## config.mk

```make
export PLATFORM = sky130hd
export DESIGN_NAME = pipe_ctrl_gen
export DESIGN_NICKNAME = d
export VERILOG_FILES = /design/src/rtl/pipe_ctrl_gen.sv
export SDC_FILE = /design/constraint.sdc
export NUM_CORES = 1
export LEC_CHECK = 0
export CORE_AREA = 2 2 145 147
export DETAILED_ROUTE_END_ITERATION = 8
export DIE_AREA = 0 0 147 149
export HOLD_SLACK_MARGIN = 0.15
export SYNTH_ARGS = -nofsm -noshare
export SYNTH_HDL_FRONTEND = slang
export SYNTH_SLANG_ARGS = --single-unit
```

## constraint.sdc

```tcl
create_clock -name clk -period 3.8 [get_ports clk]
set_input_delay 0.57 -clock clk [delete_from_list [all_inputs] [get_ports clk]]
set_output_delay 0.57 -clock clk [all_outputs]
set_load 0.03 [all_outputs]
```

## src/rtl/pipe_ctrl_gen.sv

```systemverilog
// rtl/pipe_ctrl_gen.sv - pipeline stall/flush controller with redirect and stall watchdog
// Optional per-stage stall counters: define PIPE_CTRL_PERF_EN.
module pipe_ctrl_gen #(
    parameter int NSTAGES       = 5,
    parameter int XLEN          = 32,
    parameter int FLUSH_CYCLES  = 1,
    parameter int STALL_TIMEOUT = 1024
) (
    input  logic                    clk,
    input  logic                    rst,
    input  logic [NSTAGES-1:0]      stallreq,
    input  logic [NSTAGES-1:0]      flush_req,
    input  logic [NSTAGES*XLEN-1:0] flush_pc,
    output logic [NSTAGES:0]        stall,
    output logic [NSTAGES:0]        flush,
    output logic                    redirect_valid,
    output logic [XLEN-1:0]         redirect_pc,
    output logic                    stall_timeout,
    output logic [NSTAGES*32-1:0]   perf_stall_cnt
);
    localparam int KW = $clog2(NSTAGES + 1);
    localparam logic [1:0] FC_LOAD = 2'(FLUSH_CYCLES - 1);
    localparam logic [0:0] ST_RUN   = 1'b0;
    localparam logic [0:0] ST_FLUSH = 1'b1;

    logic [0:0]      r_state;
    logic [KW-1:0]   r_cur_k;
    logic [1:0]      r_cnt;
    logic [NSTAGES:0] r_flush;
    logic            r_redirect_valid;
    logic [XLEN-1:0] r_redirect_pc;

    logic [KW-1:0]    w_k;
    logic [NSTAGES:0] w_stall;
    logic [KW-1:0]    w_fk;
    logic [XLEN-1:0]  w_fpc;
    logic [NSTAGES:0] w_fmask;
    logic             w_accept;

    // Stall origin is the oldest requester; everything younger holds with it.
    always_comb begin
        w_k = '0;
        for (int i = 0; i < NSTAGES; i++)
            if (stallreq[i]) w_k = KW'(i + 1);
        for (int j = 0; j <= NSTAGES; j++)
            w_stall[j] = (w_k != '0) && (KW'(j) <= w_k);
    end

    assign stall = rst ? '0 : w_stall;

    // A requester held by stall is not eligible; oldest eligible request wins.
    always_comb begin
        w_fk  = '0;
        w_fpc = '0;
        for (int i = 0; i < NSTAGES; i++) begin
            if (flush_req[i] && !w_stall[i+1]) begin
                w_fk  = KW'(i + 1);
                w_fpc = flush_pc[i*XLEN +: XLEN];
            end
        end
        for (int j = 0; j <= NSTAGES; j++)
            w_fmask[j] = (j >= 1) && (KW'(j) < w_fk);
    end

    assign w_accept = (w_fk != '0) && ((r_state == ST_RUN) || (w_fk > r_cur_k));

    always_ff @(posedge clk) begin
        if (rst) begin
            r_state          <= ST_RUN;
            r_cur_k          <= '0;
            r_cnt            <= '0;
            r_flush          <= '0;
            r_redirect_valid <= 1'b0;
            r_redirect_pc    <= '0;
        end else if (w_accept) begin
            r_state          <= ST_FLUSH;
            r_cur_k          <= w_fk;
            r_cnt            <= FC_LOAD;
            r_flush          <= w_fmask;
            r_redirect_valid <= 1'b1;
            r_redirect_pc    <= w_fpc;
        end else begin
            r_redirect_valid <= 1'b0;
            if (r_state == ST_FLUSH) begin
                if (r_cnt == 2'd0) begin
                    r_state <= ST_RUN;
                    r_flush <= '0;
                end else begin
                    r_cnt <= r_cnt - 2'd1;
                end
            end else begin
                r_flush <= '0;
            end
        end
    end

    assign flush          = r_flush;
    assign redirect_valid = r_redirect_valid;
    assign redirect_pc    = r_redirect_pc;

    generate
        if (STALL_TIMEOUT > 0) begin : g_wd
            localparam int WDW = $clog2(STALL_TIMEOUT + 1);
            logic [WDW-1:0] r_wd_cnt;
            logic           r_timeout;
            always_ff @(posedge clk) begin
                if (rst) begin
                    r_wd_cnt  <= '0;
                    r_timeout <= 1'b0;
                end else if (w_stall[0] && !w_accept) begin
                    if (r_wd_cnt != WDW'(STALL_TIMEOUT)) r_wd_cnt <= r_wd_cnt + 1'b1;
                    if (r_wd_cnt >= WDW'(STALL_TIMEOUT - 1)) r_timeout <= 1'b1;
                end else begin
                    r_wd_cnt <= '0;
                end
            end
            assign stall_timeout = r_timeout;
        end else begin : g_no_wd
            assign stall_timeout = 1'b0;
        end
    endgenerate

`ifdef PIPE_CTRL_PERF_EN
    generate
        for (genvar g = 0; g < NSTAGES; g++) begin : g_perf
            logic [31:0] r_perf;
            always_ff @(posedge clk) begin
                if (rst)                     r_perf <= '0;
                else if (w_k == KW'(g + 1)) r_perf <= r_perf + 32'd1;
            end
            assign perf_stall_cnt[g*32 +: 32] = r_perf;
        end
    endgenerate
`else
    assign perf_stall_cnt = '0;
`endif

endmodule

```

==> flow_summary.yaml, run 1 <==
global_routing:
  antenna_found_initial: 1
  first_global_vias: 4693
  grt.total_usage_pct: 14.6
  grt_pass1_wl_um: 25400
  grt_overflow: 0
  grt_start_max_net_pins: 67
placement:
  dp.cells: 1151
  portBuffers: 216
  dp_hpwl_um: 12700
  dpl_cell_area_mm2: 0.00718
  gp_congestion: 0.783
  place_ws_ns: 0.255
cts:
  clk_latency_ns: 0.31
  cts_tree: "built"
  cts_resized: 0
  post_cts_buffers: 0
  htree_levels: 2
  cts_hold_buffers: 0
  cts.clk_slew.worst_paths_ns: 0.08
  cts_buffers: 5
  cts_max_path_buffers: 2
  cts_sinks: 56
  cts_root_buffer: "clkbuf_16"
synthesis:
  netlist-cell-type-count: 48
  ys_seq_area_share_pct: 20.8
  synth-seq-cells: 56
  synth_edf_count: 0
  avgSynthCellArea_um2: 7.81
  async_flop_share_pct: 0
  ys_warn_count: 0
  syn-instance-count: 690
  synth_area_mm2: 0.00539
  synth_ff_type: "dfxtp_1"
final_layout:
  final_common_cell: "clkdlybuf4s50_1"
  drive_above_1_share_pct: 7.47
  num-fill-cells: 2174
  final_cell_area_mm2: 0.00734
  layout_common_cells: "clkdlybuf4s50_1, conb_1, dfxtp_1"
  final_core_util_pct: 35.7
  final_nets: 1060
  instances_no_fill: 1159
  area_delta_synth_final_pct: 36.2
  antennaDiodeCount: 0
run:
  drv_cap: 0
routing:
  wl_per_cell_um: 14.6
  antenna_left: 0
  drt_iter0_markers: 181
  remaining_drc_errors: 0
  viasPerCell: 4.30
  num_vias: 4980
  drtPass1Iterations: 4
  routed_wl_um: 16900
worst_hold_path:
  holdPathEnd: "flush[5]"
  hold_class: "register to register"
  worstHoldStart: "flush[5]"
  min_path_cells: 2
setup_path:
  cp.required_ns: 3.23
  reg2reg_from: "r_cur_k[2]"
  r2r_end: "redirect_pc[6]"
  critPathKind: "input pin to primary output"
  startpoint_type: "input pin"
  rr_worst_depth: 7
  cp_max_fo: 15
  timing.reg2reg.setup_slack_ns: 1.57
  cp-end-kind: "primary output"
  worst_ep_arrival_time_ns: 2.85
floorplanning:
  die_area_mm2: 0.0219
  die_width_um: 147
  rows: 53
  initial_core_util_pct: 26.2
  boundaryPins: 378
  die_y_um: 149
  core_area_mm2: 0.0206
sta:
  worst_pin_slew_ns: 0.728
  drv_slew: 0
  fin_crit_ns: 3.42
  hold-worst-slack_ns: 0.443
  slew_headroom_pct: 50.2
  layout_setup_ws_ns: 0.377
  setup_viol: 0
  skew_ns: 0.0108
  report.final.hold_viol_count: 0
  finalSetupTns_ns: 0
  final.period_utilization_pct: 90.1
  rsz0062_at_grt: "no"
  fmax_ghz: 0.292
power:
  ir_drop_mv: 0.177
  cellPowerDensity_mw_per_mm2: 257
  totalPowerFinal_mw: 1.88
  power.leakage_nw: 2.86
status:
  status: "completed"
## worst max-delay path, cell delays in order
cell	delay, ns
clkdlybuf4s50_1	0.54
nor4_2	0.36
buf_4	0.30
nor2b_1	0.16
or2_2	0.23
inv_1	0.09
clkdlybuf4s50_1	0.60
## registers in the layout, indices dropped and copies added (netlist names)
register        cells
r_cnt               2
stall_timeout       1
r_cur_k             3
redirect_valid      1
flush               5
redirect_pc        32
r_state             1
g_wd.r_wd_cnt      11
## report_power, final
group          internal [mW]  total, mW  switching [mW]
logic                  0.302      0.761           0.459
clock network          0.255      0.493           0.238
registers              0.614      0.628          0.0147
## per-layer routing
metal	global-route usage (%)	vias up	wire [um]
met3	3.67	21	1310
met2	26.2	226	8530
li1	-	2449	-
met5	0	-	17
met1	17.8	2282	6820
met4	3.08	2	217
## worst max path at each step
stage | startpoint | endpoint | slack [ns] | cells past startpoint
global placement | stallreq[3] | redirect_pc[11] | 0.27 | 12
CTS | stallreq[3] | stall[1] | 0.35 | 7
global route | stallreq[3] | stall[1] | 0.20 | 7
detailed placement | stallreq[3] | redirect_pc[9] | 0.26 | 12
finish | stallreq[3] | stall[1] | 0.38 | 7
floorplan | stallreq[3] | redirect_pc[2] | 0.68 | 13
## kinds of logic (layout without fill, tap and decap cells)
family | Yosys count | in the layout | share of synthesized area, %
muxes | 36 | 36 | 7.48
AOI/OAI and AO/OA | 123 | 123 | 17.6
xor gates and xnor gates | 10 | 10 | 1.63
DFF | 56 | 56 | 20.8
other | 1 | 161 | 0.0696
buffers and inverters | 221 | 255 | 27.7
adders and majority gates | 5 | 5 | 1.16
and+or+nand+nor | 238 | 238 | 23.5
## Yosys cell counts (2+ instances only)
| cell | count | area share, % |
|---|---|---|
| nand2_1 | 44 | 3.1 |
| buf_2 | 5 | 0.46 |
| dfxtp_1 | 56 | 21 |
| inv_1 | 13 | 0.91 |
| ha_1 | 5 | 1.2 |
| a31oi_1 | 2 | 0.23 |
| nand3b_1 | 3 | 0.42 |
| buf_1 | 4 | 0.28 |
| xor2_1 | 6 | 0.98 |
| nor2_1 | 47 | 3.3 |
| nor4_1 | 3 | 0.35 |
| or3_1 | 37 | 4.3 |
| nand2b_1 | 36 | 4.2 |
| o22ai_1 | 2 | 0.23 |
| o31ai_1 | 2 | 0.28 |
| nor2b_1 | 37 | 4.3 |
| nand3_1 | 5 | 0.46 |
| a21oi_1 | 38 | 3.5 |
| buf_6 | 5 | 1.0 |
| nor3_1 | 15 | 1.4 |
| a22o_1 | 32 | 5.2 |
| a2111oi_0 | 32 | 5.2 |
| mux2_1 | 9 | 1.9 |
| o21ai_0 | 4 | 0.37 |
| xnor2_1 | 4 | 0.65 |
| mux2_2 | 25 | 5.2 |
| clkbuf_1 | 28 | 2.0 |
| nor3b_1 | 2 | 0.28 |
| buf_4 | 165 | 23 |
| mux2i_1 | 2 | 0.37 |
| nand4_1 | 5 | 0.58 |
## final cells by class
cell class | count | area, um^2 | area share, %
multi-input cells | 573 | 3400 | 46.3
clock buffers | 5 | 125 | 1.71
inverters | 14 | 52.6 | 0.716
clock inverters | 3 | 28.8 | 0.392
flip-flops and latches | 56 | 1120 | 15.3
well taps | 275 | 344 | 4.69
repair buffers | 233 | 2270 | 30.9
(Power assumes the default switching activity.)
==> inputs of run 2 (changes only) <==
- PLACE_DENSITY: default -> 0.66
==> flow_summary.yaml, run 2 (synthesized netlist as in run 1, its figures left out) <==
power:
  power.leakage_nw: 2.86
  totalPowerFinal_mw: 1.88
  pwr-share-seq_pct: 33.5
  pwr-share-comb_pct: 40.5
  p_int_mw: 1.16
  cellPowerDensity_mw_per_mm2: 256
  switching_power_mw: 0.716
  swShare_pct: 38.1
  ir_drop_mv: 0.188
  power.clock.fraction_pct: 26.1
floorplanning:
  die_width_um: 147
  die_y_um: 149
  rows: 53
  core_area_mm2: 0.0206
  initial_core_util_pct: 26.2
  boundaryPins: 378
  die_area_mm2: 0.0219
sta:
  rsz0062_at_grt: "no"
  skew_ns: 0.00746
  hold-worst-slack_ns: 0.440
  finalSetupTns_ns: 0
  setup_viol: 0
  final.period_utilization_pct: 87.9
  slew_headroom_pct: 39.9
  fmax_ghz: 0.299
  fin_crit_ns: 3.34
  report.final.hold_viol_count: 0
  worst_pin_slew_ns: 0.899
  drv_slew: 0
cts:
  post_cts_buffers: 0
  cts_buffers: 5
  cts_sinks: 56
  cts_resized: 0
  cts_root_buffer: "clkbuf_16"
  cts.clk_slew.worst_paths_ns: 0.08
  htree_levels: 2
  cts_tree: "built"
  cts_hold_buffers: 0
  cts_max_path_buffers: 2
  clk_latency_ns: 0.31
worst_hold_path:
  holdPathEnd: "flush[5]"
  worstHoldStart: "flush[5]"
  hold_class: "register to register"
  min_path_cells: 2
routing:
  drt_iter0_markers: 171
  routed_wl_um: 17000
  remaining_drc_errors: 0
  viasPerCell: 4.31
  num_vias: 4994
  wl_per_cell_um: 14.7
  drtPass1Iterations: 4
  antenna_left: 0
setup_path:
  rr_worst_depth: 7
  cp_max_fo: 36
  cp-end-kind: "primary output"
  reg2reg_from: "r_cur_k[2]"
  critPathKind: "input pin to primary output"
  cp.required_ns: 3.23
  worst_ep_arrival_time_ns: 2.77
  startpoint_type: "input pin"
  r2r_end: "redirect_pc[17]"
  timing.reg2reg.setup_slack_ns: 1.50
global_routing:
  antenna_found_initial: 1
  grt_overflow: 0
  grt_pass1_wl_um: 24800
  grt.total_usage_pct: 14.5
  first_global_vias: 4533
  grt_start_max_net_pins: 67
run:
  drv_cap: 0
placement:
  portBuffers: 216
  dp.cells: 1150
  gp_congestion: 0.817
  dp_hpwl_um: 12500
final_layout:
  drive_above_1_share_pct: 7.36
  layout_common_cells: "clkdlybuf4s50_1, conb_1, dfxtp_1"
  final_nets: 1059
  instances_no_fill: 1158
  final_common_cell: "clkdlybuf4s50_1"
  final_core_util_pct: 35.7
  area_delta_synth_final_pct: 36.2
  antennaDiodeCount: 0
  largest_reg_flops: 32
status:
  status: "completed"
==> run 2: per-layer routing <==
layer / up-vias / wire length (um) / GRT usage [%]
met5: - / 13 / 0
met4: 2 / 167 / 2.93
met3: 13 / 1530 / 3.91
met2: 235 / 8290 / 25.2
met1: 2301 / 7020 / 18.2
li1: 2443 / - / -
==> run 2: worst max-delay path by stage <==
stage | from | slack, ns | endpoint | cells past startpoint
floorplan | stallreq[3] | 0.68 | redirect_pc[2] | 13
global placement | stallreq[3] | 0.31 | redirect_pc[15] | 12
detailed placement | stallreq[3] | 0.25 | redirect_pc[1] | 12
CTS | stallreq[3] | 0.45 | stall[2] | 6
global route | stallreq[3] | 0.32 | redirect_pc[16] | 12
finish | stallreq[3] | 0.46 | stall[2] | 6
==> run 2: final cells by class <==
class,count,area (um^2)
fillers,2180,13200
multi-input cells,573,3400
clock inverters,3,25.0
well taps,275,344
clock buffers,5,125
flip-flops and latches,56,1120
inverters,14,52.6
repair buffers,232,2270
==> run 2: power groups by stage <==
stage	clock network [mW]	logic, mW	registers, mW
global route	0.534	0.812	0.634
CTS	0.511	0.764	0.630
finish	0.490	0.761	0.629
global placement	0	0.759	0.642
detailed placement	0	0.761	0.643
floorplan	0	0.554	0.685
==> run 2: through the flow <==
step                setup WS (ns)  area (um^2)
global route                0.324         7340
CTS                         0.447         7340
global placement            0.307         7190
floorplan                   0.682         5990
detailed placement          0.254         7190
finish                      0.459         7340
==> run 2: critical path, cell delays in order <==
cell             delay [ns]
clkdlybuf4s50_1        0.55
nor4_2                 0.37
buf_4                  0.18
buf_4                  0.40
nor2_1                 0.08
clkdlybuf4s50_1        0.61
==> RTL change, RTL diff (settings of run 2) <==
The option `PIPE_CTRL_PERF_EN` is turned on by a define.
--- a/src/rtl/pipe_ctrl_gen.sv
+++ b/src/rtl/pipe_ctrl_gen.sv
@@ -2,2 +2,4 @@
 // Optional per-stage stall counters: define PIPE_CTRL_PERF_EN.
+`define PIPE_CTRL_PERF_EN
+
 module pipe_ctrl_gen #(
Check against the original RTL: not equivalent (a bounded check fails within 4 cycles, from zero or initial values and one cycle with rst high).
==> RTL change against run 2 <==
  * Combinational power down 27%
  * Power rose to 2.8 times the old value
  * Routed wire length increased by 86%
  * Sequential cell count is 160 higher
  * Design area is 110% higher
  * Critical path depth rose by 7
  * Worst setup slack better by 130 ps
  * Area after synthesis rose by 91%
  * Non-clock buffer count up 167
==> RTL change: results <==
export IMPL_tightest_slew_ps=932
export IMPL_yosysUniqueCellTypes=54
export IMPL_r2r_start="g_perf[1].r_perf[16]"
export IMPL_pre_cts_ws_ps=126
export IMPL_seq_area_frac_synth_pct=41.9
export IMPL_track_usage_pct=27.4
export IMPL_synth_adder_area_share_pct=1.33
export IMPL_dpl_hpwl_mm=23.7
export IMPL_grt_max_degree=55
export IMPL_grt_pass1_vias=9336
export IMPL_antenna_found_initial=0
export IMPL_final_net_count=1747
export IMPL_synth_area_leaders="dfxtp_1, nor2_1, xor2_1, xnor2_1, nand4_1"
export IMPL_place_gp_congestion=0.947
export IMPL_reg2reg_to="g_perf[1].r_perf[26]"
export IMPL_dpl_cell_area_um2=14300
export IMPL_io_buffers=376
export IMPL_largest_reg_flops=160
export IMPL_min_from="rst"
export IMPL_hold_depth=2
export IMPL_cts_resized=0
export IMPL_fin_worst_skew_ps=11.4
export IMPL_cp_data_arrival_time_ps=3590
export IMPL_dr_pass1_iters=5
export IMPL_synth_common_cells="dfxtp_1, nor2_1, xor2_1"
export IMPL_p_leak_nw=5.39
export IMPL_drt_wl_total_mm=31.7
export IMPL_hp_class="in2reg"
export IMPL_clock_latency_ps=520
export IMPL_ctsHtreeMaxLevel=1
export IMPL_viasPerCell=5.51
export IMPL_cp_max_fo=12
export IMPL_synth_xor_area_share_pct=11.7
export IMPL_path_clk_slew_ps=60
export IMPL_cts_root_buf="clkbuf_16"
export IMPL_ir_drop_mv=0.276
export IMPL_holdPathEnd="g_perf[4].r_perf[22]"
export IMPL_drt_iter0_drc=561
export IMPL_synth_compound_area_share_pct=11.1
export IMPL_status="finished, final reports clean"
export IMPL_muxShareOfSynthArea_pct=1.06
export IMPL_drive_gt1_share_pct=5.94
export IMPL_clockBufferDepth=3
export IMPL_grt_pass1_wl_mm=48.9
export IMPL_fill_cells=1615
export IMPL_final_hold_violation_count=0
export IMPL_cts_buffers=25
export IMPL_rr_worst_depth=5
[RTL change: cell count changes in the layout (fill, tap and decap cells not counted), moves of 26 or more]
| cell | run 2 | this run |
|---|---|---|
| and3_1 | 0 | 26 |
| nor2_1 | 47 | 203 |
| clkdlybuf4s50_1 | 212 | 375 |
| nor3_1 | 15 | 56 |
| o22ai_1 | 2 | 33 |
| xnor2_1 | 4 | 62 |
| a221oi_1 | 0 | 32 |
| nand3_1 | 4 | 56 |
| nand2b_1 | 36 | 3 |
| dfxtp_1 | 56 | 216 |
| nand4_1 | 5 | 61 |
| conb_1 | 161 | 1 |
| xor2_1 | 6 | 76 |
| a2111oi_0 | 32 | 0 |
[RTL change: worst max path at each step]
stage	from	slack, ps	endpoint
floorplan	stallreq[0]	740	redirect_pc[10]
global placement	stallreq[0]	190	stall_timeout
finish	stallreq[0]	590	stall_timeout
CTS	stallreq[4]	640	stall[1]
global route	stallreq[0]	450	stall_timeout
detailed placement	stallreq[0]	130	stall_timeout
[RTL change: final cells by class]
class                      count  area, µm²  share of cell area [%]
sequential                   216       4320                    28.6
tap                          275        344                    2.28
inverter                      26       97.6                   0.645
clock inverter                13        129                   0.852
timing repair buffer         399       3950                    26.1
multi-input combinational    896       5580                    36.9
clock buffer                  33        696                    4.60
[RTL change: cells by family after synthesis]
| kind of cell | count (synthesis) |
|---|---|
| flip-flops | 216 |
| buffers and inverters | 99 |
| multiplexers | 10 |
| adder cells (fa/ha/maj) | 11 |
| AO/OA/AOI/OAI | 159 |
| XOR/XNOR | 138 |
| other | 1 |
| AND/OR/NAND/NOR | 577 |
[RTL change: critical path, stage by stage]
cell and delay, ps:
clkdlybuf4s50_1 490, or3b_2 520, nor2_1 130, o21ai_0 90
a21oi_1 220, inv_1 70, ha_1 270, and3_1 170
o21ai_0 260, o211ai_2 140, buf_4 190, nand2_1 310
o22ai_1 140
[RTL change: through the flow]
| stage | total power [mW] | instances | hold slack, ps |
|---|---|---|---|
| 3_3_place_gp | 2.91 | 1812 | 450 |
| 5_1_grt | 5.41 | 1858 | 461 |
| 2_1_floorplan | 2.60 | 1211 | 436 |
| 4_1_cts | 5.29 | 1858 | 444 |
| 3_5_place_dp | 2.92 | 1812 | 457 |
| 6_report | 5.25 | 1858 | 448 |
[RTL change: where the power goes]
part	internal, mW	leakage (nW)	switching [mW]	total, mW
logic	0.286	3.25	0.267	0.553
registers	2.30	1.74	0.0258	2.32
clock network	1.43	0.398	0.948	2.37
total	4.01	5.39	1.24	5.25
[RTL change: metal layers]
metal | GRT usage, % | routed length, µm
met4 | 7.50 | 841
met2 | 47.4 | 15600
met5 | 0 | 0
met3 | 4.22 | 1800
met1 | 35.8 | 13500
